<file path="src/rtl/pipe_ctrl_pkg.sv">
// Purpose: shared types and encodings for the pipelined control unit.
// Latency: n/a (declarations only).
// Backpressure: n/a.
// Contents: ctrl_t control word, CTRL_W/CTRL_NOP, instruction types, alu_op and func codes.
package pipe_ctrl_pkg;

    typedef struct packed {
        logic       branch_b;
        logic       branch_i;
        logic       branch_leq;
        logic       branch_geq;
        logic       mem_to_reg;
        logic       mem_read;
        logic       mem_write;
        logic [2:0] alu_op;
        logic       alu_src;
        logic       reg_write;
        logic [1:0] imm_src;
        logic       reg_src2;
        logic       reg_src1;
    } ctrl_t;

    localparam int    CTRL_W   = $bits(ctrl_t);
    localparam ctrl_t CTRL_NOP = '0;

    // Instruction types
    localparam logic [1:0] TYPE_MEM  = 2'b00;
    localparam logic [1:0] TYPE_DATA = 2'b01;
    localparam logic [1:0] TYPE_CTRL = 2'b10;

    // ALU operation codes
    localparam logic [2:0] ALU_ADD = 3'b000;
    localparam logic [2:0] ALU_SUB = 3'b001;
    localparam logic [2:0] ALU_MUL = 3'b010;
    localparam logic [2:0] ALU_DIV = 3'b011;
    localparam logic [2:0] ALU_OP4 = 3'b100;
    localparam logic [2:0] ALU_OP5 = 3'b101;
    localparam logic [2:0] ALU_OP6 = 3'b110;

    // DATA-type function codes: func[4]=0 register form, func[4]=1 immediate form
    localparam logic [4:0] F_ADD  = 5'b00000;
    localparam logic [4:0] F_SUB  = 5'b00001;
    localparam logic [4:0] F_MUL  = 5'b00010;
    localparam logic [4:0] F_DIV  = 5'b00011;
    localparam logic [4:0] F_R6   = 5'b01011;
    localparam logic [4:0] F_ADDI = 5'b10100;
    localparam logic [4:0] F_SUBI = 5'b10101;
    localparam logic [4:0] F_MULI = 5'b10110;
    localparam logic [4:0] F_DIVI = 5'b10111;
    localparam logic [4:0] F_I4   = 5'b11000;
    localparam logic [4:0] F_I5   = 5'b11001;
    localparam logic [4:0] F_I6A  = 5'b11010;
    localparam logic [4:0] F_I6B  = 5'b11100;

    // MEM-type and CTRL-type sub-selects on func[4:3]
    localparam logic [1:0] M_LOAD  = 2'b00;
    localparam logic [1:0] M_STORE = 2'b01;
    localparam logic [1:0] B_B     = 2'b00;
    localparam logic [1:0] B_LEQ   = 2'b01;
    localparam logic [1:0] B_I     = 2'b10;
    localparam logic [1:0] B_GEQ   = 2'b11;

endpackage

</file>
<file path="src/rtl/pipe_ctrl_if.sv">
// Purpose: decode-side bus between the front end and pipe_ctrl_unit.
// Latency: n/a (wires only).
// Backpressure: stall_o holds PC and IF/ID, flush_o clears IF/ID.
// Ports: ID inputs (id_valid_i, instr_type_i, func_i, rs1_i, rs2_i, rd_i, branch_taken_i);
//        outputs (ex/mem/wb_ctrl_o, stall_o, flush_o, illegal_o). slave = control unit side.
interface pipe_ctrl_if
    import pipe_ctrl_pkg::*;
#(
    parameter int REG_W = 4
) ();

    logic             id_valid_i;
    logic [1:0]       instr_type_i;
    logic [4:0]       func_i;
    logic [REG_W-1:0] rs1_i;
    logic [REG_W-1:0] rs2_i;
    logic [REG_W-1:0] rd_i;
    logic             branch_taken_i;
    ctrl_t            ex_ctrl_o;
    ctrl_t            mem_ctrl_o;
    ctrl_t            wb_ctrl_o;
    logic             stall_o;
    logic             flush_o;
    logic             illegal_o;

    modport slave (
        input  id_valid_i, instr_type_i, func_i, rs1_i, rs2_i, rd_i, branch_taken_i,
        output ex_ctrl_o, mem_ctrl_o, wb_ctrl_o, stall_o, flush_o, illegal_o
    );

    modport master (
        output id_valid_i, instr_type_i, func_i, rs1_i, rs2_i, rd_i, branch_taken_i,
        input  ex_ctrl_o, mem_ctrl_o, wb_ctrl_o, stall_o, flush_o, illegal_o
    );

endinterface

</file>
<file path="src/rtl/pipe_ctrl_decode.sv">
// Purpose: combinational ID decode of instr_type/func into a ctrl_t plus hazard side-info.
// Latency: 0 cycles (pure combinational).
// Backpressure: none; re-evaluated every cycle while the instruction sits stalled in ID.
// Ports: id_valid_i, instr_type_i, func_i in; ctrl_o, rs1/rs2_used_o, is_mul/div_o, illegal_o out.
// PIPE_CTRL_ILLEGAL_TRAP_EN enables illegal_o; otherwise it is tied 0.
module pipe_ctrl_decode
    import pipe_ctrl_pkg::*;
(
    input  logic       id_valid_i,
    input  logic [1:0] instr_type_i,
    input  logic [4:0] func_i,
    output ctrl_t      ctrl_o,
    output logic       rs1_used_o,
    output logic       rs2_used_o,
    output logic       is_mul_o,
    output logic       is_div_o,
    output logic       illegal_o
);

    ctrl_t      ctrl;
    logic       legal;
    logic       rs2;
    logic       mul;
    logic       div;
    logic [2:0] alu;

    always_comb begin
        ctrl  = CTRL_NOP;
        legal = 1'b0;
        rs2   = 1'b0;
        mul   = 1'b0;
        div   = 1'b0;
        alu   = ALU_ADD;

        case (instr_type_i)
            TYPE_DATA: begin
                legal = 1'b1;
                case (func_i)
                    F_ADD, F_ADDI: alu = ALU_ADD;
                    F_SUB, F_SUBI: alu = ALU_SUB;
                    F_MUL, F_MULI: begin alu = ALU_MUL; mul = 1'b1; end
                    F_DIV, F_DIVI: begin alu = ALU_DIV; div = 1'b1; end
                    F_I4:          alu = ALU_OP4;
                    F_I5:          alu = ALU_OP5;
                    F_R6, F_I6A, F_I6B: alu = ALU_OP6;
                    default:       legal = 1'b0;
                endcase
                if (legal) begin
                    ctrl.reg_write = 1'b1;
                    ctrl.alu_op    = alu;
                    if (func_i[4]) begin
                        ctrl.alu_src = 1'b1;
                        ctrl.imm_src = 2'b10;
                    end else begin
                        rs2 = 1'b1;
                    end
                end
            end
            TYPE_CTRL: begin
                legal         = 1'b1;
                rs2           = 1'b1;
                ctrl.alu_op   = ALU_SUB;
                ctrl.reg_src1 = 1'b1;
                ctrl.reg_src2 = 1'b1;
                case (func_i[4:3])
                    B_B:     ctrl.branch_b   = 1'b1;
                    B_LEQ:   ctrl.branch_leq = 1'b1;
                    B_I:     ctrl.branch_i   = 1'b1;
                    default: ctrl.branch_geq = 1'b1;
                endcase
            end
            TYPE_MEM: begin
                case (func_i[4:3])
                    M_LOAD: begin
                        legal           = 1'b1;
                        ctrl.mem_read   = 1'b1;
                        ctrl.mem_to_reg = 1'b1;
                        ctrl.reg_write  = 1'b1;
                    end
                    M_STORE: begin
                        legal          = 1'b1;
                        rs2            = 1'b1;
                        ctrl.mem_write = 1'b1;
                    end
                    default: legal = 1'b0;
                endcase
                if (legal) begin
                    ctrl.alu_src = 1'b1;
                    ctrl.alu_op  = ALU_ADD;
                    ctrl.imm_src = 2'b10;
                end
            end
            default: legal = 1'b0;
        endcase
    end

    // An empty ID slot decodes as NOP and claims no sources.
    assign ctrl_o     = id_valid_i ? ctrl : CTRL_NOP;
    assign rs1_used_o = id_valid_i && legal;
    assign rs2_used_o = id_valid_i && legal && rs2;
    assign is_mul_o   = id_valid_i && mul;
    assign is_div_o   = id_valid_i && div;

`ifdef PIPE_CTRL_ILLEGAL_TRAP_EN
    assign illegal_o = id_valid_i && !legal;
`else
    assign illegal_o = 1'b0;
`endif

endmodule

</file>
<file path="src/rtl/pipe_ctrl_unit.sv">
// Purpose: ID decode, ID/EX -> EX/MEM -> MEM/WB control pipeline and hazard control.
// Latency: ctrl reaches EX 1 edge after decode, MEM after 2, WB after 3.
// Backpressure: stall_o on load-use or mul/div hold, flush_o on a taken branch; rst > hold > flush > load-use.
// Ports: clk, rst (sync, active-high); bus (pipe_ctrl_if.slave) carries ID inputs and stage outputs.
// PIPE_CTRL_ILLEGAL_TRAP_EN (in pipe_ctrl_decode) enables illegal_o.
module pipe_ctrl_unit
    import pipe_ctrl_pkg::*;
#(
    parameter int REG_W   = 4,
    parameter int MUL_LAT = 1,
    parameter int DIV_LAT = 8
) (
    input  logic        clk,
    input  logic        rst,
    pipe_ctrl_if.slave  bus
);

    localparam int MAX_LAT = (MUL_LAT > DIV_LAT) ? MUL_LAT : DIV_LAT;
    localparam int CNT_W   = (MAX_LAT > 1) ? $clog2(MAX_LAT) : 1;

    ctrl_t            dec_ctrl;
    logic             rs1_used, rs2_used, is_mul, is_div, dec_illegal;

    ctrl_t            ex_ctrl_q,  ex_ctrl_d;
    ctrl_t            mem_ctrl_q, mem_ctrl_d;
    ctrl_t            wb_ctrl_q,  wb_ctrl_d;
    logic [REG_W-1:0] ex_rd_q,    ex_rd_d;
    logic [CNT_W-1:0] hold_cnt_q, hold_cnt_d;

    logic             hold, load_use;

    pipe_ctrl_decode u_decode (
        .id_valid_i   (bus.id_valid_i),
        .instr_type_i (bus.instr_type_i),
        .func_i       (bus.func_i),
        .ctrl_o       (dec_ctrl),
        .rs1_used_o   (rs1_used),
        .rs2_used_o   (rs2_used),
        .is_mul_o     (is_mul),
        .is_div_o     (is_div),
        .illegal_o    (dec_illegal)
    );

    always_comb begin
        // The counter is only ever non-zero while a mul/div occupies EX.
        hold     = (hold_cnt_q != '0);
        load_use = ex_ctrl_q.mem_read &&
                   ((rs1_used && (ex_rd_q == bus.rs1_i)) ||
                    (rs2_used && (ex_rd_q == bus.rs2_i)));

        ex_ctrl_d  = ex_ctrl_q;
        ex_rd_d    = ex_rd_q;
        mem_ctrl_d = ex_ctrl_q;
        wb_ctrl_d  = mem_ctrl_q;
        hold_cnt_d = '0;

        if (hold) begin
            // mul/div stays in EX; bubbles flow downstream; branch resolution is ignored.
            mem_ctrl_d = CTRL_NOP;
            hold_cnt_d = hold_cnt_q - CNT_W'(1);
        end else if (bus.branch_taken_i) begin
            ex_ctrl_d = CTRL_NOP;
            ex_rd_d   = '0;
        end else if (load_use) begin
            ex_ctrl_d = CTRL_NOP;
            ex_rd_d   = '0;
        end else begin
            ex_ctrl_d = dec_ctrl;
            ex_rd_d   = bus.rd_i;
            // Loading LAT-1 here lets a back-to-back mul/div reload on the hand-off edge.
            if (is_mul)
                hold_cnt_d = CNT_W'(MUL_LAT - 1);
            else if (is_div)
                hold_cnt_d = CNT_W'(DIV_LAT - 1);
        end
    end

    always_ff @(posedge clk) begin
        if (rst) begin
            ex_ctrl_q  <= CTRL_NOP;
            mem_ctrl_q <= CTRL_NOP;
            wb_ctrl_q  <= CTRL_NOP;
            ex_rd_q    <= '0;
            hold_cnt_q <= '0;
        end else begin
            ex_ctrl_q  <= ex_ctrl_d;
            mem_ctrl_q <= mem_ctrl_d;
            wb_ctrl_q  <= wb_ctrl_d;
            ex_rd_q    <= ex_rd_d;
            hold_cnt_q <= hold_cnt_d;
        end
    end

    assign bus.ex_ctrl_o  = ex_ctrl_q;
    assign bus.mem_ctrl_o = mem_ctrl_q;
    assign bus.wb_ctrl_o  = wb_ctrl_q;
    // Reset outranks every hazard, so the strobes read 0 while rst is high.
    assign bus.stall_o    = !rst && (hold || (load_use && !bus.branch_taken_i));
    assign bus.flush_o    = !rst && !hold && bus.branch_taken_i;
    assign bus.illegal_o  = !rst && dec_illegal;

endmodule

</file>
<file path="src/flat_wrapper.sv">
// flat-port wrapper written by rule: the top's interface ports become plain ports
module pipe_ctrl_unit_flat import pipe_ctrl_pkg::*;
#(
    parameter int REG_W   = 4,
    parameter int MUL_LAT = 1,
    parameter int DIV_LAT = 8
)
  (clk, rst, bus_id_valid_i, bus_instr_type_i, bus_func_i, bus_rs1_i, bus_rs2_i, bus_rd_i, bus_branch_taken_i, bus_ex_ctrl_o, bus_mem_ctrl_o, bus_wb_ctrl_o, bus_stall_o, bus_flush_o, bus_illegal_o);
  pipe_ctrl_if #(.REG_W(REG_W)) bus_i ();
  input  logic clk;
  input  logic rst;
  input wire logic [$bits(bus_i.id_valid_i)-1:0] bus_id_valid_i;
  input wire logic [$bits(bus_i.instr_type_i)-1:0] bus_instr_type_i;
  input wire logic [$bits(bus_i.func_i)-1:0] bus_func_i;
  input wire logic [$bits(bus_i.rs1_i)-1:0] bus_rs1_i;
  input wire logic [$bits(bus_i.rs2_i)-1:0] bus_rs2_i;
  input wire logic [$bits(bus_i.rd_i)-1:0] bus_rd_i;
  input wire logic [$bits(bus_i.branch_taken_i)-1:0] bus_branch_taken_i;
  output wire logic [$bits(bus_i.ex_ctrl_o)-1:0] bus_ex_ctrl_o;
  output wire logic [$bits(bus_i.mem_ctrl_o)-1:0] bus_mem_ctrl_o;
  output wire logic [$bits(bus_i.wb_ctrl_o)-1:0] bus_wb_ctrl_o;
  output wire logic [$bits(bus_i.stall_o)-1:0] bus_stall_o;
  output wire logic [$bits(bus_i.flush_o)-1:0] bus_flush_o;
  output wire logic [$bits(bus_i.illegal_o)-1:0] bus_illegal_o;
  assign bus_i.id_valid_i = bus_id_valid_i;
  assign bus_i.instr_type_i = bus_instr_type_i;
  assign bus_i.func_i = bus_func_i;
  assign bus_i.rs1_i = bus_rs1_i;
  assign bus_i.rs2_i = bus_rs2_i;
  assign bus_i.rd_i = bus_rd_i;
  assign bus_i.branch_taken_i = bus_branch_taken_i;
  assign bus_ex_ctrl_o = bus_i.ex_ctrl_o;
  assign bus_mem_ctrl_o = bus_i.mem_ctrl_o;
  assign bus_wb_ctrl_o = bus_i.wb_ctrl_o;
  assign bus_stall_o = bus_i.stall_o;
  assign bus_flush_o = bus_i.flush_o;
  assign bus_illegal_o = bus_i.illegal_o;
  pipe_ctrl_unit #(.REG_W(REG_W), .MUL_LAT(MUL_LAT), .DIV_LAT(DIV_LAT)) u_core (.clk(clk), .rst(rst), .bus(bus_i));
endmodule
</file>
<file path="config.mk">
export PLATFORM = sky130hd
export DESIGN_NAME = pipe_ctrl_unit_flat
export DESIGN_NICKNAME = d
export VERILOG_FILES = /design/src/rtl/pipe_ctrl_pkg.sv /design/src/rtl/pipe_ctrl_if.sv /design/src/rtl/pipe_ctrl_decode.sv /design/src/rtl/pipe_ctrl_unit.sv /design/src/flat_wrapper.sv
export SDC_FILE = /design/constraint.sdc
export NUM_CORES = 1
export LEC_CHECK = 0
export ABC_CLOCK_PERIOD_IN_PS = 5900
export CORE_MARGIN = 2
export CORE_UTILIZATION = 45
export CTS_BUF_LIST = sky130_fd_sc_hd__clkbuf_4 sky130_fd_sc_hd__clkbuf_8
export DETAILED_ROUTE_END_ITERATION = 8
export GPL_TIMING_DRIVEN = 0
export PLACE_DENSITY = 0.81
export RECOVER_POWER = 25
export REMOVE_ABC_BUFFERS = 1
export SYNTH_ARGS = -nofsm -noshare
export SYNTH_HDL_FRONTEND = slang
export SYNTH_SLANG_ARGS = --single-unit
</file>
<file path="constraint.sdc">
create_clock -name clk -period 5.9 [get_ports clk]
set_clock_uncertainty 0.1 [all_clocks]
set_input_delay 1.77 -clock clk [delete_from_list [all_inputs] [get_ports clk]]
set_output_delay 1.77 -clock clk [all_outputs]
set_load 0.05 [all_outputs]
</file>
* After elaboration in Yosys (flattened, before gate mapping)
Cells that the tools add are included.
Storage, ports and cells: register bits 55, bits of input ports 23, output and inout bits 51
Cells by class: add/sub/neg operators 1, eq/ne operators 18, muxes and demuxes 38, reductions and logical operators 28
Operator list (number):
- $mux 16 | 3
- $eq 5x5->1 const B | 8
- $mux 3 | 6
- $pmux 3 s6 | 1
- $mux 1 | 16
- $reduce_or 13->1 | 1
- $mux 4 | 3
- $logic_and 1x1->1 | 11
- $eq 5x2->1 const B | 2
- $reduce_or 2->1 | 5
- $pmux 3 s3 | 1
- $eq 4x4->1 | 2
- $mux 2 | 4
- $pmux 4 s2 | 1
- $mux 7 | 1
- $pmux 1 s3 | 2
- $reduce_or 3->1 | 2
- $eq 5x1->1 const B | 1
- $eq 5x4->1 const B | 1
- $logic_not 5->1 | 1
- $eq 2x1->1 const B | 2
- $eq 2x2->1 const B | 2
- $logic_not 2->1 | 2
- $logic_not 1->1 | 3
- 3 further kinds | 4

* Longest topological paths before layout
Gate-level depths: netlist of the first run.
depth in word-level cells 13, mapped depth 8, depth with buffers taken out 7

* By module
Synthesis of the first run repeated with hierarchy kept, for this count alone.
Unflattened totals: cells, all modules 224, area, all modules 2268.4 sq um
By module, submodules not included:
- pipe_ctrl_unit | instances 1, cells each 147, area an instance 1769.2 sq um, sequential area each 1101.1 sq um
- pipe_ctrl_decode | instances 1, cells each 77, area an instance 499.2 sq um, sequential area each 0.0 sq um

* Worst setup path before layout of the first run
OpenSTA, ideal clock, no wires.
path type input port to output port, start point input port bus_func_i[0], end point output port bus_stall_o, arrival time 3.135 ns, required time 4.030 ns, slack 0.895 ns, stages on the path 6, path through buf_6 nand2b_1 a211o_1 a31oi_2 o311a_4 a21o_1
On the way: cells in the longest elaborated chain, start to end 13, elaborated cells on any way between the ends 28, classes of those cells eq/ne (12); mux (5); reduce/logical (11)
Ends and longest elaborated chain:
- from (decl) | line flat_wrapper.sv:14 | input wire logic [$bits(bus_i.func_i)-1:0] bus_func_i;
- $eq 5x4->1 (tied with other cells) | line pipe_ctrl_decode.sv:38 | case (func_i)
- $reduce_or 13->1 (no line) (*)
- $mux 1 (*) | line pipe_ctrl_decode.sv:38
- $mux 1 (*) | line pipe_ctrl_decode.sv:35 | case (instr_type_i)
- $mux 1 or $pmux 1 s3 (tied branches) | line pipe_ctrl_decode.sv:48, pipe_ctrl_decode.sv:35
- $pmux 1 s3 or $logic_and 1x1->1 (tied branches) | line pipe_ctrl_decode.sv:35, pipe_ctrl_decode.sv:99, pipe_ctrl_decode.sv:100
- $logic_and 1x1->1 | line pipe_ctrl_decode.sv:100 | assign rs2_used_o = id_valid_i && legal && rs2;
- $logic_and 1x1->1 | line pipe_ctrl_unit.sv:49 | (rs2_used && (ex_rd_q == bus.rs2_i)));
- $logic_or 1x1->1 (*) | line pipe_ctrl_unit.sv:48 | ((rs1_used && (ex_rd_q == bus.rs1_i)) ||
- $logic_and 1x1->1 (*) | line pipe_ctrl_unit.sv:47 | load_use = ex_ctrl_q.mem_read &&
- $logic_and 1x1->1 (*) | line pipe_ctrl_unit.sv:98 | assign bus.stall_o = !rst && (hold || (load_use && !bus.branch_taken_i));
- $logic_or 1x1->1 (*) | line pipe_ctrl_unit.sv:98
- $logic_and 1x1->1 (*) | line pipe_ctrl_unit.sv:98
- to (decl) | line flat_wrapper.sv:22 | output wire logic [$bits(bus_i.stall_o)-1:0] bus_stall_o;
Mark *: on every way between the ends. The rest lies on a longest branch, timed or not. The select of a mux whose other input is x is not followed.

* Worst setup path in the final report of the first run
Same ends and word-level chain as after synthesis.

==> flow_summary.rst, run 1 <==
.. list-table::
   :header-rows: 1

   * - Metric
     - Value
   * - CTS Hold Buffers Added
     - 0
   * - Final wirelength
     - approximately 4000 um
   * - Pin count of the biggest net entering global routing
     - 19
   * - Worst slew pin tran
     - 0.8086 ns
   * - Worst Setup SP
     - bus_func_i[0]
   * - Half-perimeter wire length after detailed placement
     - 2944 um
   * - Most common cell after layout, fill and taps aside
     - sky130_fd_sc_hd__clkdlybuf4s50_1
   * - Number of detailed-route iterations in the first pass
     - 4
   * - Number of buffers inserted during clock tree synthesis
     - 5
   * - Post-layout total power
     - 744.1 uW
   * - R2r worst-path depth
     - 7
   * - Class of the most critical hold timing path
     - flop to flop
   * - Leakage
     - 1.049 nW
   * - Clk pin slew, worst setup/hold paths
     - 0.07 ns
   * - Number of filler cells placed in the layout
     - 372
   * - Met3 wire length
     - 231 um
   * - Area contributors post-synth
     - sky130_fd_sc_hd__dfxtp_1 (44%), sky130_fd_sc_hd__buf_4 (5.3%), sky130_fd_sc_hd__and2_1 (4.1%), sky130_fd_sc_hd__nor2b_1 (4.1%), sky130_fd_sc_hd__nand2_1 (4.0%)
   * - EDFF count, synth
     - 0
   * - Share of the clock period used by the worst path after layout
     - 97.56%
   * - Minimum hold slack
     - 0.3571 ns
   * - Remaining design rule violation count
     - 0
   * - Initial standard-cell utilization of the core
     - 46.04%
   * - Yosys synthesis warning count
     - 0
   * - Data required time at the worst endpoint
     - slightly above 4 ns
   * - Top Ports
     - 74
   * - Clock sink total
     - 43
   * - Count of input and output buffers
     - 69
   * - #FFs+latches synth
     - 43
   * - Remaining number of nets flagged by the antenna check after routing
     - 0
   * - Power per Cell Area
     - around 280 nW/um2
   * - Setup repair after global routing missed its margin
     - no
   * - Max-cap viol count
     - 0
   * - Largest driver fanout on the critical path
     - 15
   * - WL met2
     - 1955 um
   * - Critical path class
     - input pin to primary output
   * - Number of unique standard cell types used by synthesis
     - 45
   * - Max clock buf depth
     - 2
   * - Part of the Yosys area used for sequential elements
     - 43.54%
   * - CTS tree
     - done
   * - Slack of the worst reg-to-reg path
     - 3.67 ns
   * - Wire per inst
     - ~13 um
   * - Outcome
     - finished clean
   * - Cell Area, Synth
     - 1977 um2
   * - Number of hold-slack violations in the final timing report
     - 0
   * - Clock period minus worst slack
     - between 5 and 6 ns
   * - R2R Path Start
     - u_core.hold_cnt_q[0]
   * - Number of endpoints failing setup at the final stage
     - 0
   * - Antenna cells
     - 0
   * - Area fraction of the dominant cell type after synthesis
     - 43.54%
   * - Delay contributed by the slowest stage of the critical path
     - 0.56 ns
   * - Total negative setup slack
     - 0 ns
   * - Die boundary width
     - 70.28 um
   * - Die outline height
     - 70.28 um
   * - Worst path arrival time
     - roughly 3.9 ns
   * - Endpoint of the most critical setup path
     - bus_stall_o
   * - Library cell contributing the largest single delay on the critical path
     - sky130_fd_sc_hd__clkdlybuf4s50_1
   * - Top Layer Used
     - met4
   * - Max H-tree Level
     - 2
   * - Number of instances in the synthesized netlist
     - 203
   * - Placed instance area
     - approximately 2600 um2
   * - Most frequent cells in the layout
     - sky130_fd_sc_hd__clkdlybuf4s50_1 (64), sky130_fd_sc_hd__dfxtp_1 (43), sky130_fd_sc_hd__nand2_1 (21), sky130_fd_sc_hd__nor2b_1 (13), sky130_fd_sc_hd__and2_1 (13)
   * - Critical Path Source Type
     - input pin
   * - Ys async rst share
     - 0%
   * - Overflow left after global routing
     - 0
   * - Worst skew pair latency
     - 0.29 ns
   * - Worst vdd ir
     - 0.0001241 V
   * - Per-cell via count in the routed design
     - 4.926
   * - Initial antenna violation count
     - 0
   * - Cell Rows
     - 24
   * - Global-route wire length before repair
     - between 6000 and 7000 um
   * - Mean post-synth cell area
     - just under 10 um2
   * - Overall global routing resource usage
     - 17.10%
   * - Share of post-route cells with drive strength above 1
     - 10.42%
   * - Series of cell instances along the critical path
     - clkdlybuf4s50_1, nand2b_1, a211o_1, a31oi_2, o311a_4, a21o_1, buf_2
   * - Final instance area
     - ~2700 um2
   * - Worst reg2reg endpoint
     - u_core.bus.ex_ctrl_o[12]
   * - Clock root cell
     - sky130_fd_sc_hd__clkbuf_8
   * - Via count of the first global-routing pass
     - 1481
   * - Vias after detailed routing
     - 1532
   * - Met1 routed wirelength after detailed routing
     - 1761 um
   * - Timing-limited maximum frequency
     - 173.7 MHz
   * - NumNets Final
     - 288
   * - Die Outline Area
     - about 4900 um2
   * - Worst max-slew margin expressed relative to the limit
     - 46.09%
   * - Dominant cell type by area after synthesis
     - sky130_fd_sc_hd__dfxtp_1
   * - Core Area
     - roughly 4300 um2
   * - Number of DRC markers after the initial detailed-route iteration
     - 78
   * - Final-report max-slew violation count
     - 0
   * - Sort of element at the end of the critical path
     - primary output
   * - Final RePlAce weighted congestion
     - 0.8135
   * - Most used DFF post-synth
     - sky130_fd_sc_hd__dfxtp_1
   * - Area growth from synthesis to final layout
     - 36.14%
[cell usage after synthesis, types with 4 or more instances]
cell type / n
sky130_fd_sc_hd__dfxtp_1: 43
sky130_fd_sc_hd__a21oi_1: 5
sky130_fd_sc_hd__o21ai_0: 4
sky130_fd_sc_hd__nor2b_1: 13
sky130_fd_sc_hd__ha_1: 6
sky130_fd_sc_hd__buf_4: 14
sky130_fd_sc_hd__o21ai_2: 9
sky130_fd_sc_hd__inv_1: 9
sky130_fd_sc_hd__nor2_1: 5
sky130_fd_sc_hd__and2_1: 13
sky130_fd_sc_hd__nand2_1: 21
sky130_fd_sc_hd__xnor2_1: 9
sky130_fd_sc_hd__o31ai_1: 4
[flip-flops by register name, summed over array words and instances (netlist names)]
signal                 cells
u_core.bus.ex_ctrl_o      12
u_core.bus.mem_ctrl_o     12
u_core.bus.wb_ctrl_o      12
u_core.ex_rd_q             4
u_core.hold_cnt_q          3
[how the worst min path moves through the flow]
stage / from / end / slack [ns] / cells after the start
finish: u_core.hold_cnt_q[0] / u_core.hold_cnt_q[0] / 0.36 / 1
global route: u_core.bus.mem_ctrl_o[12] / u_core.bus.wb_ctrl_o[12] / 0.38 / 1
CTS: u_core.hold_cnt_q[0] / u_core.hold_cnt_q[0] / 0.36 / 1
detailed placement: u_core.hold_cnt_q[0] / u_core.hold_cnt_q[0] / 0.35 / 1
global placement: u_core.hold_cnt_q[0] / u_core.hold_cnt_q[0] / 0.34 / 1
floorplan: u_core.hold_cnt_q[0] / u_core.hold_cnt_q[0] / 0.33 / 1
[layout make-up]
class                           count  area [um2]  area share, %
Tap cell                           52       65.06          2.417
Sequential cell                    43       860.8          31.99
Inverter                            9       33.78          1.255
Clock inverter                      1       30.03          1.116
Clock buffer                        6       76.32          2.836
Timing Repair Buffer               69       684.4          25.43
Multi-Input combinational cell    131       940.9          34.96
[critical path, delay by kind of cell]
kind,cells,cell delay [ns]
simple gates,1,0.21
compound gates,4,1.08
buf+inv,2,0.82
[power breakdown]
group	switching, mW	internal, mW	leakage, nW
logic	0.122	0.0787	0.647
clock network	0.0940	0.129	0.0547
registers	0.0146	0.306	0.347
[layer usage]
| layer | global-route usage [%] | vias up |
|---|---|---|
| li1 | - | 771 |
| met1 | 19.62 | 703 |
| met2 | 29.04 | 52 |
| met3 | 5.628 | 6 |
| met4 | 7.051 | 0 |
| met5 | 0 | - |
[cells by family (layout without fill, tap and decap cells)]
| logic type | after synthesis | after routing | share of synthesized area [%] |
|---|---|---|---|
| buf+inv | 32 | 85 | 10.44 |
| xor+xnor | 9 | 9 | 3.988 |
| compound gates | 42 | 42 | 17.66 |
| simple gates | 69 | 69 | 19.87 |
| other cells | 1 | 4 | 0.1897 |
| fa+ha+maj | 6 | 6 | 3.797 |
| mux | 1 | 1 | 0.5063 |
| flops | 43 | 43 | 43.54 |
[what timing repair did]
action,4_1_cts,5_1_grt
endpoints found under the setup margin,2,1
hold endpoints to repair,0,0
gates resized for setup,9,4
buffers inserted,0,0
pin swaps,1,0
gates cloned,0,0
[stage by stage]
step | util, % | setup slack [ns] | std cells
after CTS | 62.65 | 0.006366 | 311
after detailed placement | 59.88 | -0.6855 | 304
after global placement | 59.88 | -0.6292 | 304
after floorplan | - | 0.8615 | 183
after global routing | 62.67 | 0.05606 | 311
final | 62.67 | 0.1441 | 311
(Power assumes the default switching activity.)
==> run 2, diff against run 1 <==
- CTS_BUF_LIST: sky130_fd_sc_hd__clkbuf_4 sky130_fd_sc_hd__clkbuf_8 -> unset
- SETUP_SLACK_MARGIN: unset -> 0.05
==> run 2 against run 1 <==
Against the previous run: non-clock buffer count is the same; critical path depth stayed put; routed wire length hardly changed; combinational power about the same; sequential cell count stayed put; via count is the same; count of clock-buffer cells in the layout unchanged; global-route usage unchanged; clock power is 2% lower; die area stayed put; critical path type unchanged; largest cell class unchanged.
==> flow_summary.rst, run 2 (synthesis gave the netlist of run 1 again) <==
.. list-table::
   :header-rows: 1

   * - Metric
     - Value
   * - Worst slew pin tran
     - slightly above 0.8 ns
   * - Final-report max-slew violation count
     - 0
   * - Pin count of the biggest net entering global routing
     - 19
   * - Class of the most critical hold timing path
     - flop to flop
   * - Die boundary width
     - 70.28 um
   * - Setup repair after global routing missed its margin
     - no
   * - CTS Hold Buffers Added
     - 0
   * - Top Ports
     - 74
   * - R2R Path Start
     - u_core.hold_cnt_q[0]
   * - Worst Setup SP
     - bus_func_i[0]
   * - Portion of total power attributed to the clock network
     - 29.5%
   * - Clock root cell
     - sky130_fd_sc_hd__clkbuf_8
   * - NumNets Final
     - 288
   * - Half-perimeter wire length after detailed placement
     - 2944 um
   * - Number of detailed-route iterations in the first pass
     - 4
   * - Comb pwr share
     - 27.1%
   * - Cell Rows
     - 24
   * - Via count of the first global-routing pass
     - 1482
   * - Share of the clock period used by the worst path after layout
     - 97.38%
   * - Total negative setup slack
     - 0 ns
   * - Fraction of met1 tracks used by global routing
     - 19.62%
   * - Met3 capacity usage during global routing
     - approximately 5.6%
   * - Die outline height
     - 70.28 um
   * - Worst vdd ir
     - 0.0001243 V
   * - Max-cap viol count
     - 0
   * - Largest driver fanout on the critical path
     - 15
   * - Most frequent cells in the layout
     - sky130_fd_sc_hd__clkdlybuf4s50_1 (64), sky130_fd_sc_hd__dfxtp_1 (43), sky130_fd_sc_hd__nand2_1 (21), sky130_fd_sc_hd__nor2b_1 (13), sky130_fd_sc_hd__and2_1 (13)
   * - Per-cell via count in the routed design
     - 4.926
   * - Wire per inst
     - between 10 and 15 um
   * - Number of buffers inserted during clock tree synthesis
     - 5
   * - Design internal power
     - 509.1 uW
   * - Initial standard-cell utilization of the core
     - 46.04%
   * - Worst skew pair latency
     - 0.29 ns
   * - Power per Cell Area
     - about 280 nW/um2
   * - Clock period minus worst slack
     - about 5.7 ns
   * - Global-route wire length before repair
     - around 6700 um
   * - Outcome
     - finished clean
   * - Share of post-route cells with drive strength above 1
     - 10.04%
   * - Data required time at the worst endpoint
     - a little over 4 ns
   * - Fraction of met2 tracks used by global routing
     - 29.04%
   * - Max H-tree Level
     - 2
   * - Critical path class
     - input pin to primary output
   * - Vias after detailed routing
     - 1532
   * - Remaining design rule violation count
     - 0
   * - Worst path arrival time
     - 3.88 ns
   * - Net switching power figure
     - 231.1 uW
   * - Remaining number of nets flagged by the antenna check after routing
     - 0
   * - Area growth from synthesis to final layout
     - 35.95%
   * - Relative contribution of sequential cells to total power
     - approximately 43%
   * - Sort of element at the end of the critical path
     - primary output
   * - Final wirelength
     - 4014 um
   * - Number of filler cells placed in the layout
     - 374
   * - Overall global routing resource usage
     - 17.10%
   * - Antenna cells
     - 0
   * - Number of hold-slack violations in the final timing report
     - 0
   * - Net Sw Frac
     - approximately 31%
   * - Overflow left after global routing
     - 0
   * - Leakage
     - 1.046 nW
   * - Count of input and output buffers
     - 69
   * - Most common cell after layout, fill and taps aside
     - sky130_fd_sc_hd__clkdlybuf4s50_1
   * - Number of DRC markers after the initial detailed-route iteration
     - 83
   * - Initial antenna violation count
     - 0
   * - Critical Path Source Type
     - input pin
   * - CTS tree
     - done
   * - Final RePlAce weighted congestion
     - 0.8135
   * - Core Area
     - 4294 um2
   * - Number of endpoints failing setup at the final stage
     - 0
   * - Worst max-slew margin expressed relative to the limit
     - between 40% and 50%
   * - Die Outline Area
     - ~4900 um2
   * - Max clock buf depth
     - 2
   * - Post-Route Utilization
     - 62.59%
   * - Clk pin slew, worst setup/hold paths
     - 0.07 ns
   * - Clock sink total
     - 43
   * - GRT busiest layer
     - met2
   * - Worst Min Path Start
     - u_core.hold_cnt_q[0]
   * - Post-layout total power
     - 740.3 uW
   * - Timing-limited maximum frequency
     - 174.1 MHz
==> run 2: final timing paths <==
kind	cells after the start	slack, ns	to
setup / recovery	7	0.15	bus_stall_o
hold / removal	1	0.36	u_core.hold_cnt_q[0]
setup reg to reg	7	3.67	u_core.bus.ex_ctrl_o[12]
hold reg to reg	1	0.36	u_core.hold_cnt_q[0]
==> run 2: final cells by class <==
cell class	count	area (um2)	area share (%)
inverter	9	33.78	1.257
clock inverter	1	30.03	1.117
tap	52	65.06	2.421
sequential	43	860.8	32.03
clock buffer	6	72.57	2.700
timing repair buffer	69	684.4	25.47
multi-input combinational	131	940.9	35.01
==> run 2: routing by layer <==
| layer | routed length (um) | vias up |
|---|---|---|
| met3 | 249 | 5 |
| li1 | - | 771 |
| met2 | 1990 | 55 |
| met1 | 1717 | 701 |
| met5 | 0 | - |
| met4 | 57 | 0 |
==> run 2: power by group through the flow <==
| stage | Sequential (mW) | Clock [mW] | Combinational [mW] |
|---|---|---|---|
| floorplan | 0.342 | 0 | 0.116 |
| global placement | 0.325 | 0 | 0.192 |
| detailed placement | 0.327 | 0 | 0.195 |
| CTS | 0.321 | 0.221 | 0.202 |
| global route | 0.323 | 0.235 | 0.216 |
| finish | 0.321 | 0.218 | 0.201 |
==> run 2: critical path: stages <==
cell                              delay [ns]
sky130_fd_sc_hd__clkdlybuf4s50_1        0.55
sky130_fd_sc_hd__nand2b_1               0.21
sky130_fd_sc_hd__a211o_1                0.33
sky130_fd_sc_hd__a31oi_2                0.24
sky130_fd_sc_hd__o311a_4                0.34
sky130_fd_sc_hd__a21o_1                 0.16
sky130_fd_sc_hd__buf_2                  0.26
==> run 2: repair_timing <==
action	in CTS	in global routing
gates resized for setup	9	4
endpoints found under the hold margin	0	0
endpoints found under the setup margin	2	1
setup buffers	0	0
pin swaps	1	0
==> run 2: through the flow <==
stage | instances | area [um2] | setup slack (ns) | hold WS, ns
2_1_floorplan | 183 | 1815 | 0.8615 | 0.3316
3_3_place_gp | 304 | 2571 | -0.6292 | 0.3426
3_5_place_dp | 304 | 2571 | -0.6855 | 0.3492
4_1_cts | 311 | 2686 | 0.006366 | 0.3588
5_1_grt | 311 | 2688 | 0.05606 | 0.3769
6_report | 311 | 2688 | 0.1549 | 0.3554
==> run 3, diff against run 2 <==
- ABC_CLOCK_PERIOD_IN_PS: 5900 -> unset
- CTS_CLUSTER_DIAMETER: unset -> 30
- SLEW_MARGIN: unset -> 20
==> run 3 against run 2 <==
Against the previous run: register-to-register slack got worse by 0.02 ns; largest cell class unchanged; worst hold slack improved by 0.0019 ns; total power decreased by 0.17%; routed wire length increased by 1.0%; sequential share of layout area unchanged; critical endpoint unchanged; utilization unchanged; clock power about the same; combinational power about the same.
==> flow_summary.rst, run 3 (synthesis gave the netlist of run 1 again) <==
.. list-table::
   :header-rows: 1

   * - Metric
     - Value
   * - Outcome
     - finished clean
   * - Number of hold-slack violations in the final timing report
     - 0
   * - Data required time at the worst endpoint
     - 4.03 ns
   * - Max-cap viol count
     - 0
   * - Max H-tree Level
     - 2
   * - Share of post-route cells with drive strength above 1
     - 10.00%
   * - Pin count of the biggest net entering global routing
     - 19
   * - Net Sw Frac
     - approximately 31%
   * - Met3 capacity usage during global routing
     - 5.339%
   * - Remaining design rule violation count
     - 0
   * - Number of endpoints failing setup at the final stage
     - 0
   * - Overall global routing resource usage
     - roughly 17%
   * - Number of buffers inserted during clock tree synthesis
     - 5
   * - Sort of element at the end of the critical path
     - primary output
   * - Vias after detailed routing
     - approximately 1.6k
   * - Fraction of met1 tracks used by global routing
     - between 10% and 20%
   * - Via count of the first global-routing pass
     - ~1.5k
   * - Core Area
     - 4294 um2
   * - Fraction of met2 tracks used by global routing
     - between 20% and 30%
   * - Net switching power figure
     - 229.8 uW
   * - Largest driver fanout on the critical path
     - 11
   * - Series of cell instances along the critical path
     - clkdlybuf4s50_1, nand2b_1, a211o_1, a31oi_2, o311a_4, a21o_1, buf_2
   * - Count of input and output buffers
     - 69
   * - Area growth from synthesis to final layout
     - 35.95%
   * - Wire per inst
     - between 10 and 15 um
   * - Delay contributed by the slowest stage of the critical path
     - 0.59 ns
   * - Global-route wire length before repair
     - 6699 um
   * - Worst slew pin tran
     - 0.8067 ns
   * - Die boundary width
     - between 70 and 80 um
   * - Number of detailed-route iterations in the first pass
     - 4
   * - Final wirelength
     - 4056 um
   * - Critical path class
     - input pin to primary output
   * - Relative contribution of sequential cells to total power
     - 43.5%
   * - Placed instance area
     - 2575 um2
   * - Most frequent cells in the layout
     - sky130_fd_sc_hd__clkdlybuf4s50_1 (65), sky130_fd_sc_hd__dfxtp_1 (43), sky130_fd_sc_hd__nand2_1 (21), sky130_fd_sc_hd__nor2b_1 (13), sky130_fd_sc_hd__and2_1 (13)
   * - Share of the clock period used by the worst path after layout
     - a little over nine tenths
   * - Clock root cell
     - sky130_fd_sc_hd__clkbuf_8
   * - Most common cell after layout, fill and taps aside
     - sky130_fd_sc_hd__clkdlybuf4s50_1
   * - GRT busiest layer
     - met2
   * - Half-perimeter wire length after detailed placement
     - 2961 um
   * - Number of filler cells placed in the layout
     - 378
   * - Clk pin slew, worst setup/hold paths
     - 0.08 ns
   * - Leakage
     - between 1 and 1.5 nW
   * - Total negative setup slack
     - 0 ns
   * - Initial standard-cell utilization of the core
     - 46.04%
   * - Post-layout total power
     - about 740 uW
   * - Worst skew pair latency
     - 0.29 ns
   * - Comb pwr share
     - 27.2%
   * - CTS tree
     - done
   * - Number of DRC markers after the initial detailed-route iteration
     - approximately 70
   * - Setup repair after global routing missed its margin
     - no
   * - Class of the most critical hold timing path
     - flop to flop
   * - Clock period minus worst slack
     - 5.642 ns
   * - CTS Hold Buffers Added
     - 0
   * - Die Outline Area
     - 4939 um2
   * - Worst path arrival time
     - 3.77 ns
   * - Final RePlAce weighted congestion
     - 0.8135
   * - Worst vdd ir
     - roughly 0.00014 V
   * - Worst max-slew margin expressed relative to the limit
     - 46.22%
   * - Max clock buf depth
     - 2
   * - Top Ports
     - 74
   * - Die outline height
     - 70.28 um
   * - Post-Route Utilization
     - approximately 63%
   * - Cell Rows
     - 24
   * - Antenna cells
     - 0
   * - Design internal power
     - about 510 uW
   * - Power per Cell Area
     - 275.0 nW/um2
   * - Per-cell via count in the routed design
     - 5.013
   * - Remaining number of nets flagged by the antenna check after routing
     - 0
   * - Final-report max-slew violation count
     - 0
   * - Family of cells with the greatest summed delay on the critical path
     - compound AO/OA/AOI/OAI gates
   * - Library cell contributing the largest single delay on the critical path
     - sky130_fd_sc_hd__clkdlybuf4s50_1
   * - Final instance area
     - 2688 um2
   * - NumNets Final
     - 289
   * - Critical Path Source Type
     - input pin
   * - Portion of total power attributed to the clock network
     - 29.4%
   * - Overflow left after global routing
     - 0
   * - Number of buffer and inverter instances along the worst setup path
     - 2
   * - Timing-limited maximum frequency
     - 177.3 MHz
   * - Clock sink total
     - 43
   * - Initial antenna violation count
     - 0
-- run 3: changes by cell type in the layout (fill, tap and decap cells not counted), sizes merged --
| cell | delta |
|---|---|
| buf | +1 |
| clkdlybuf4s50 | +1 |
| dlymetal6s2s | -1 |
-- run 3: area by class of cell --
cell class | instances | area, um2 | area share, %
clock buffer | 6 | 72.57 | 2.700
multi-input combinational | 131 | 935.9 | 34.82
inverter | 9 | 33.78 | 1.257
timing repair buffer | 70 | 689.4 | 25.65
sequential | 43 | 860.8 | 32.03
clock inverter | 1 | 30.03 | 1.117
tap | 52 | 65.06 | 2.421
-- run 3: through the flow --
step | cells | setup slack (ns) | hold WS [ns]
6_report | 312 | 0.2584 | 0.3573
5_1_grt | 312 | 0.1262 | 0.3792
4_1_cts | 312 | 0.1128 | 0.3587
3_5_place_dp | 304 | -0.6444 | 0.3483
3_3_place_gp | 304 | -0.6292 | 0.3426
2_1_floorplan | 183 | 0.8615 | 0.3316
-- run 3: final timing paths --
check | start | cells after the start | slack, ns | end
worst max-delay path | bus_func_i[2] | 7 | 0.26 | bus_stall_o
worst min-delay path | u_core.hold_cnt_q[0] | 1 | 0.36 | u_core.hold_cnt_q[0]
worst max register to register | u_core.hold_cnt_q[0] | 7 | 3.65 | u_core.bus.ex_ctrl_o[12]
worst min register to register | u_core.hold_cnt_q[0] | 1 | 0.36 | u_core.hold_cnt_q[0]
-- run 3: repair_timing --
action                                  CTS  global route
resized for setup                         8             2
setup buffers                             1             0
cloned                                    0             0
pin swaps                                 2             0
endpoints found under the setup margin    2             1
-- run 3: metal layers --
layer | part of all wire [%] | up-vias
met2 | 48 | 70
li1 | - | 776
met3 | 7.2 | 9
met4 | 1.8 | 0
met1 | 42 | 709
met5 | 0 | -
-- run 3: power groups by stage --
stage / combinational, mW / clock, mW / sequential (mW)
global route: 0.218 / 0.232 / 0.323
CTS: 0.203 / 0.220 / 0.321
finish: 0.201 / 0.217 / 0.321
global placement: 0.192 / 0 / 0.325
floorplan: 0.116 / 0 / 0.342
detailed placement: 0.198 / 0 / 0.327
